File: src/rtl/display_scan_ctrl_pkg.sv
// Shared types and constants for the 7-segment display blocks.
package disp_pkg;

  typedef enum logic [1:0] {
    IDLE  = 2'd0,
    BLANK = 2'd1,
    SHOW  = 2'd2
  } state_t;

  localparam logic [7:0] SEG_OFF = 8'hFF;

  // Bit positions inside the {a,b,c,d,e,f,g,dp} segment byte
  localparam int SEG_A  = 7;
  localparam int SEG_B  = 6;
  localparam int SEG_C  = 5;
  localparam int SEG_D  = 4;
  localparam int SEG_E  = 3;
  localparam int SEG_F  = 2;
  localparam int SEG_G  = 1;
  localparam int SEG_DP = 0;

endpackage

File: src/rtl/display_scan_ctrl_if.sv
// Application-side and pin-side signals of the display scan controller.
interface display_scan_ctrl_if #(
  parameter int NUM_DIGITS = 8
);
  logic                      enable;
  logic                      load;
  logic [4*NUM_DIGITS-1:0]   digits_in;
  logic [NUM_DIGITS-1:0]     dp_mask;
  logic [NUM_DIGITS-1:0]     blank_mask;
  logic [NUM_DIGITS-1:0]     AN;
  logic [7:0]                Salida;
  logic                      frame_done;

  modport master (
    output enable, load, digits_in, dp_mask, blank_mask,
    input  AN, Salida, frame_done
  );

  modport slave (
    input  enable, load, digits_in, dp_mask, blank_mask,
    output AN, Salida, frame_done
  );
endinterface

File: src/rtl/display_scan_ctrl_seg_hex_decoder.sv
// Hex nibble to active-low {a,b,c,d,e,f,g} segment pattern.
module seg_hex_decoder (
  input  logic [3:0] nibble,
  output logic [6:0] seg
);
  always_comb begin
    seg = 7'h7F;
    case (nibble)
      4'h0: seg = 7'b0000001;
      4'h1: seg = 7'b1001111;
      4'h2: seg = 7'b0010010;
      4'h3: seg = 7'b0000110;
      4'h4: seg = 7'b1001100;
      4'h5: seg = 7'b0100100;
      4'h6: seg = 7'b0100000;
      4'h7: seg = 7'b0001111;
      4'h8: seg = 7'b0000000;
      4'h9: seg = 7'b0000100;
      4'hA: seg = 7'b0001000;
      4'hB: seg = 7'b1100000;
      4'hC: seg = 7'b0110001;
      4'hD: seg = 7'b1000010;
      4'hE: seg = 7'b0110000;
      4'hF: seg = 7'b0111000;
      default: seg = 7'h7F;
    endcase
  end
endmodule

File: src/rtl/display_scan_ctrl.sv
// Time-multiplexed 7-segment scan controller with blanking guard and
// frame-synchronous double-buffered display contents.
module display_scan_ctrl
  import disp_pkg::*;
#(
  parameter int NUM_DIGITS   = 8,
  parameter int REFRESH_DIV  = 100000,
  parameter int BLANK_CYCLES = 1000
) (
  input logic               clk,
  input logic               rst,
  display_scan_ctrl_if.slave bus
);
  localparam int IDX_W   = (NUM_DIGITS > 1) ? $clog2(NUM_DIGITS) : 1;
  localparam int PRESC_W = $clog2(REFRESH_DIV);

  state_t                  state;
  logic [IDX_W-1:0]        idx;
  logic [PRESC_W-1:0]      presc;

  logic [4*NUM_DIGITS-1:0] active_digits, pend_digits;
  logic [NUM_DIGITS-1:0]   active_dp, pend_dp;
  logic [NUM_DIGITS-1:0]   active_blank, pend_blank;
  logic                    pend_flag;

  logic [NUM_DIGITS-1:0]   an_p1;
  logic [7:0]              salida_p1;
  logic                    frame_done_p1;

  logic                    slot_end, last_slot_end, boundary, show_lit;
  logic [3:0]              cur_nibble;
  logic [6:0]              cur_seg;
  logic [7:0]              salida_nxt;

  assign slot_end      = (state == SHOW) && (presc == PRESC_W'(REFRESH_DIV - 1));
  assign last_slot_end = bus.enable && slot_end && (idx == IDX_W'(NUM_DIGITS - 1));
  // Leaving IDLE also starts a fresh frame, so pending data may be adopted there
  assign boundary      = last_slot_end || (bus.enable && (state == IDLE));
  assign show_lit      = bus.enable && (state == SHOW) && !active_blank[idx];
  assign cur_nibble    = active_digits[{idx, 2'b00} +: 4];

  seg_hex_decoder u_dec (
    .nibble (cur_nibble),
    .seg    (cur_seg)
  );

  always_comb begin
    salida_nxt               = SEG_OFF;
    salida_nxt[SEG_A:SEG_G]  = cur_seg;
    salida_nxt[SEG_DP]       = ~active_dp[idx];
  end

  always_ff @(posedge clk) begin
    if (rst) begin
      state         <= IDLE;
      idx           <= '0;
      presc         <= '0;
      active_digits <= '0;
      active_dp     <= '0;
      active_blank  <= '0;
      pend_digits   <= '0;
      pend_dp       <= '0;
      pend_blank    <= '0;
      pend_flag     <= 1'b0;
      an_p1         <= '1;
      salida_p1     <= SEG_OFF;
      frame_done_p1 <= 1'b0;
    end else begin
      // Output stage: registered view of the current FSM state
      an_p1         <= show_lit ? ~(NUM_DIGITS'(1) << idx) : '1;
      salida_p1     <= show_lit ? salida_nxt : SEG_OFF;
      frame_done_p1 <= last_slot_end;

      if (bus.load) begin
        pend_digits <= bus.digits_in;
        pend_dp     <= bus.dp_mask;
        pend_blank  <= bus.blank_mask;
      end
      if (boundary && bus.load) begin
        active_digits <= bus.digits_in;
        active_dp     <= bus.dp_mask;
        active_blank  <= bus.blank_mask;
        pend_flag     <= 1'b0;
      end else if (boundary && pend_flag) begin
        active_digits <= pend_digits;
        active_dp     <= pend_dp;
        active_blank  <= pend_blank;
        pend_flag     <= 1'b0;
      end else if (bus.load) begin
        pend_flag     <= 1'b1;
      end

      if (!bus.enable) begin
        state <= IDLE;
        idx   <= '0;
        presc <= '0;
      end else begin
        case (state)
          IDLE: begin
            state <= BLANK;
            idx   <= '0;
            presc <= '0;
          end
          BLANK: begin
            presc <= presc + 1'b1;
            if (presc == PRESC_W'(BLANK_CYCLES - 1)) state <= SHOW;
          end
          SHOW: begin
            if (slot_end) begin
              presc <= '0;
              state <= BLANK;
              idx   <= (idx == IDX_W'(NUM_DIGITS - 1)) ? '0 : idx + 1'b1;
            end else begin
              presc <= presc + 1'b1;
            end
          end
          default: begin
            state <= IDLE;
            idx   <= '0;
            presc <= '0;
          end
        endcase
      end
    end
  end

  assign bus.AN         = an_p1;
  assign bus.Salida     = salida_p1;
  assign bus.frame_done = frame_done_p1;

endmodule

File: src/flat_wrapper.sv
// flat-port wrapper written by rule: the top's interface ports become plain ports
module display_scan_ctrl_flat import disp_pkg::*;
#(
  parameter int NUM_DIGITS   = 8,
  parameter int REFRESH_DIV  = 100000,
  parameter int BLANK_CYCLES = 1000
)
  (clk, rst, bus_enable, bus_load, bus_digits_in, bus_dp_mask, bus_blank_mask, bus_AN, bus_Salida, bus_frame_done);
  display_scan_ctrl_if #(.NUM_DIGITS(NUM_DIGITS)) bus_i ();
  input logic clk;
  input logic rst;
  input wire logic [$bits(bus_i.enable)-1:0] bus_enable;
  input wire logic [$bits(bus_i.load)-1:0] bus_load;
  input wire logic [$bits(bus_i.digits_in)-1:0] bus_digits_in;
  input wire logic [$bits(bus_i.dp_mask)-1:0] bus_dp_mask;
  input wire logic [$bits(bus_i.blank_mask)-1:0] bus_blank_mask;
  output wire logic [$bits(bus_i.AN)-1:0] bus_AN;
  output wire logic [$bits(bus_i.Salida)-1:0] bus_Salida;
  output wire logic [$bits(bus_i.frame_done)-1:0] bus_frame_done;
  assign bus_i.enable = bus_enable;
  assign bus_i.load = bus_load;
  assign bus_i.digits_in = bus_digits_in;
  assign bus_i.dp_mask = bus_dp_mask;
  assign bus_i.blank_mask = bus_blank_mask;
  assign bus_AN = bus_i.AN;
  assign bus_Salida = bus_i.Salida;
  assign bus_frame_done = bus_i.frame_done;
  display_scan_ctrl #(.NUM_DIGITS(NUM_DIGITS), .REFRESH_DIV(REFRESH_DIV), .BLANK_CYCLES(BLANK_CYCLES)) u_core (.clk(clk), .rst(rst), .bus(bus_i));
endmodule
File: config.mk
export PLATFORM = sky130hd
export DESIGN_NAME = display_scan_ctrl_flat
export DESIGN_NICKNAME = d
export VERILOG_FILES = /design/src/rtl/display_scan_ctrl_pkg.sv /design/src/rtl/display_scan_ctrl_if.sv /design/src/rtl/display_scan_ctrl_seg_hex_decoder.sv /design/src/rtl/display_scan_ctrl.sv /design/src/flat_wrapper.sv
export SDC_FILE = /design/constraint.sdc
export NUM_CORES = 1
export LEC_CHECK = 0
export BUFFER_PORTS_ARGS = -buffer_cell sky130_fd_sc_hd__buf_2
export CAP_MARGIN = 20
export CORE_ASPECT_RATIO = 0.8
export CORE_MARGIN = 2
export CORE_UTILIZATION = 53
export DETAILED_ROUTE_END_ITERATION = 10
export PLACE_DENSITY_LB_ADDON = 0.15
export SYNTH_ARGS = -nofsm -noshare
export SYNTH_HDL_FRONTEND = slang
export SYNTH_HIERARCHICAL = 1
export SYNTH_SLANG_ARGS = --single-unit
export TNS_END_PERCENT = 5
File: constraint.sdc
create_clock -name clk -period 3.1 [get_ports clk]
set_input_delay 0 -clock clk [delete_from_list [all_inputs] [get_ports clk]]
set_output_delay 0 -clock clk [all_outputs]
set_load 0.01 [all_outputs]
== Yosys cells after proc, flatten, opt, wreduce, memory -nomap -nowiden ==
Memory sizes are Yosys's and may differ from the RTL's. A register that Yosys moved wholly into a read port is not among the register bits.
Index checks and enable logic that the tools add are counted.
Storage, ports and cells
  flip-flop bits (word level): 136
  ROM bits: 112
  bits of input ports: 52
  logic and storage cells: 66
  memories kept: 1
Cells by class
  add/subtract/negate cells: 2
  order comparisons: 1
  equality and inequality tests: 7
  shift-type cells: 2
  muxes and demuxes: 18
  bitwise logic cells: 5
  reductions and logical operators: 17
Memory list
  (no name shown): depth 16, width 7, read ports 1, clocked after Yosys merged registers in 1, wr ports 0, line display_scan_ctrl_seg_hex_decoder.sv:8  | case (nibble)
Operators by type and width (count)
  32-bit two-way mux: 2
  17-bit case mux with 2 select lines: 1
  8-bit two-way mux: 4
  32-bit by 6-bit indexed part select with 4-bit output: 1
  17-bit by 1-bit adder with 17-bit output (second input constant): 1
  17-bit by 10-bit equality test with 1-bit output (second input constant): 1
  17-bit equality test (second input constant): 1
  17-bit two-way mux: 1
  1-bit logical AND: 8
  8-bit inverter: 1
  1-bit by 3-bit left shift with 8-bit output (first input constant): 1
  1-bit binary-select mux with 3-bit select: 2
  3-bit two-way mux: 2
  2-bit case mux with 3 select lines: 1
  3-bit case mux with 2 select lines: 1
  3-bit by 4-bit less-than comparator with 1-bit output (second input constant): 1
  2-bit two-way mux: 2
  2-bit by 1-bit inequality test with 1-bit output (second input constant): 2
  1-bit inverter: 4
  2-bit AND reduction: 2
  2-bit OR reduction: 2
  3-bit by 1-bit adder with 3-bit output (second input constant): 1
  3-bit equality test (second input constant): 1
  3-bit OR reduction: 1
  7 further kinds: 8

== Logic depth before layout (Yosys ltp) ==
  depth after elaboration: 8
  gate-level depth with buffers: 11
  mapped depth without buffers: 9

== By module ==
Netlist, hierarchy kept.
Modules (own cells, without submodules)
  display_scan_ctrl: instances 1, cells each 562, area an instance 5963.2 um^2, sequential area each 2722.6 um^2
  seg_hex_decoder: instances 1, cells each 32, area an instance 275.3 um^2, sequential area each 0.0 um^2

== Worst setup path after synthesis ==
OpenSTA, ideal clock, no wires.
  kind: flip-flop to flip-flop
  from: register u_core.idx[0]
  to: register u_core.salida_p1[7] (netlist: u_core/bus.Salida[7])
  library setup time: 0.061 ns
  data arrival time: 2.895 ns
  data required time: 3.039 ns
  setup slack: 0.144 ns
  stages on the path, launching flop included: 12
  period minus slack after synthesis: 2.956 ns
  path through: dfxtp_1 -> clkbuf_1 -> buf_1 -> mux4_2 -> nand2_1 -> nand2_1 -> inv_1 -> ha_1 -> and2b_2 -> or3b_1 -> o21ai_0 -> nand2b_1
RTL lines
  from (decl): line display_scan_ctrl.sv:18  | logic [IDX_W-1:0] idx;
  from (signal assigned): line display_scan_ctrl.sv:112  | idx <= (idx == IDX_W'(NUM_DIGITS - 1)) ? '0 : idx + 1'b1;
  32-bit by 6-bit indexed part select with 4-bit output: line display_scan_ctrl.sv:40  | assign cur_nibble = active_digits[{idx, 2'b00} +: 4];
  via u_core.cur_nibble[1]: line display_scan_ctrl.sv:31  | logic [3:0] cur_nibble;
  to (decl): line display_scan_ctrl.sv:27  | logic [7:0] salida_p1;
The timed path passes the listed nets, and every way through them passes these cells. The select of a mux whose other input is x is not followed.
A chain may end at the register's enable or synchronous reset.

== Final worst setup path ==
Ends and elaborated chain as after synthesis.

==> results.md <==
* Status: finished clean
* Pin count of the biggest net entering global routing at 67
* Relative slew slack at 0.517
* I/O Buffers at approximately 70
* Post-synth top area share at 0.436
* 1st-pass router iterations at 5
* Clock latency on the worst-skew pair at 410 ps
* # H-tree levels at 4
* Share of the yosys chip area belonging to registers at 0.436
* Number of fill cells at around 900
* CP max-delay cell: mux4_2
* Initial antenna violation count at 0
* Most numerous cell in the Yosys netlist: dfxtp_1
* Hold Fails Final Rpt at 0
* Core Footprint at 11500 um2
* Initial Utilization at 0.542
* Synthesized flop and latch total at between 100 and 150
* PwrDens at about 570 nW/um2
* Chip width at 125 um
* Die height at approximately 100 um
* Delay of the slowest cell on the worst path at 520 ps
* Cts bufs inserted at 17
* Worst-path fanout max at 11
* Share of flip-flops with an asynchronous set or reset at 0
* Placed cell areas at ~6600 um2
* GRT busiest layer: met2
* Leakage at 3.04 nW
* Residual DRC at 0
* Global-route wire length before repair at approximately 22000 um
* Antenna Cells at 0
* Synth Flop Type: dfxtp_1
* Total power at 4.37 mW
* Synthesized Nets at 664
* Boundary pin count at 69
* Worst-path clk slew at 60 ps
* Global Route met1 Usage at 0.297
* Crit path required time at around 3500 ps
* Post-CTS Hold Buffers at between 40 and 50
* DRT Wirelength at about 14000 um
* CTS Root Cell: clkbuf_16
* Ordered cell list for the critical path: buf_4 > mux4_2 > nand2_1 > nand2_1 > inv_1 > ha_1 > and2b_2 > or3b_1 > o21ai_0 > nand2b_1
* Fin crit period at 2560 ps
* 1st-iter DRT viols at 314
* GRT Resource Usage Total at 0.220
* Synthesis Warnings at 6
* RSZ-0062 raised after global routing: false
* # rows at 35
* Vias per cell at ~5.5
* Hold Crit Class: in2reg
* Area of the multi-input gates at approximately 3300 um2
* Clk sink count at 136
* Worst Setup Start Kind: flip-flop
* Synthesized area per cell at roughly 11 um2
* Syn Std Cell Area at roughly 6200 um2
* Post-layout nets at about 760
* Clock skew at approximately 7.6 ps
* Fin crit share at 0.825
* Layout area overhead at 23.9%
* Crit path kind: reg2reg
* Worst path top cell family by delay: simple AND/OR/NAND/NOR gates
* CTS tree: yes
* Cell taking the most area after synthesis: dfxtp_1
* Post-CTS Setup Inserts at 0
* Hold WS at 45.7 ps
* Final instance area at 7730 um2
* Routed WL per cell at roughly 16 um
* Crit. End Element: flip-flop
* Routed vias at around 4700
* Synth top cells by count: dfxtp_1 (136), nor2_1 (73), mux2i_1 (56)
* Gate Count Post-Synth at a little under 600
* Gpl congestion at between 0.8 and 0.9
* WP buf/inv at 2
* Fmax at about 390 MHz
* DPL Wire Length at 8710 um
* Max-Cap Viols at 0
* Yosys cell types at 56
* Top cells by area, synth: dfxtp_1 (44%), mux2i_1 (9.0%), o32ai_2 (5.0%), nor2_1 (4.4%), mux4_2 (4.3%)
* Worst slew pin tran at roughly 720 ps
* Global route overflow at 0
* Vias in the first global route at roughly 4500
* CP arrival at roughly 2900 ps
* Final setup viols at 0
* Crit path top cell by count: nand2_1
* Setup TNS at 0 ps
* Peak supply drop at ~0.00042 V
* DIE AREA at between 10000 and 15000 um2
* Max-slew violations at 0
* GRT met3 Usage at 0.0472
* Sequential cell area at approximately 2700 um2
* Post-synth EDFFs at 0
* Clk buf depth at 2
* Post-CTS Resized at 0
* Antenna viol nets, final at 0
* Layout cells sized above 1 at 0.243
* GRT met2 Usage at 0.355
## worst min-delay path: cells and delay by family
family	cells	cell delay, ps
buf+inv	1	130
simple gates	3	270
## path summary, 6_finish.rpt
kind,startpoint,to,slack (ps),cells past startpoint
setup / recovery,u_core/idx[0],u_core/bus.Salida[7],540,10
hold / removal,bus_enable,u_core/bus.frame_done,50,4
setup reg to reg,u_core/idx[0],u_core/bus.Salida[7],540,10
hold reg to reg,u_core/presc[0],u_core/presc[0],450,1
## per-layer routing
layer  vias to the layer above  wire, um  part of all wire
met2                       123      6310              0.47
met5                         -         0                 0
met1                      2236      6510              0.48
li1                       2312         -                 -
met3                        15       548             0.041
met4                         0       154             0.011
## layout by cell type, fill, tap and decap left out, types with 18 or more instances in the layout
master	Yosys	routed
nand2b_1	31	31
buf_2	3	66
o32ai_2	19	19
dlygate4sd3_1	0	48
nor2_1	73	73
mux2_2	23	23
nor2b_1	26	26
ha_1	18	18
mux2i_1	56	56
nand2_1	35	35
a22oi_1	24	24
dfxtp_1	136	136
## stage by stage
step / std cells / worst slack [ps] / util
final: 853 / 542 / 0.671
after global routing: 853 / 335 / 0.671
after detailed placement: 773 / 545 / 0.574
after global placement: 773 / 682 / 0.574
after floorplan: 594 / 144 / -
after CTS: 853 / 534 / 0.671
## where the power goes
group	total, mW	leakage, nW	internal (mW)	switching [mW]
clock	2.13	0.299	1.37	0.760
sequential	1.85	1.11	1.82	0.0342
combinational	0.387	1.63	0.198	0.189
## state kept, by name (all words and copies together) (netlist names)
signal	count
u_core/idx	3
u_core/pend_flag	1
u_core/active_blank	8
u_core/pend_digits	32
u_core/state	2
u_core/presc	17
u_core/active_dp	8
u_core/pend_dp	8
u_core/pend_blank	8
u_core/bus.AN	8
u_core/active_digits	32
u_core/bus.frame_done	1
u_core/bus.Salida	8
## cell type report
class | count | share of cell area
inverters | 9 | 0.00437
clock buffers | 18 | 0.0568
clock inverters | 14 | 0.0253
repair buffers | 124 | 0.116
multi-input cells | 404 | 0.421
well taps | 148 | 0.0240
flip-flops and latches | 136 | 0.352
## cell families after synthesis
group,share of synthesized area
adder cells (fa/ha/maj),0.0361
AO/OA/AOI/OAI,0.113
buffers and inverters,0.0433
multiplexers,0.183
flip-flops,0.436
XOR/XNOR,0.0154
AND/OR/NAND/NOR,0.173
Power figures use the tool's default switching activity.
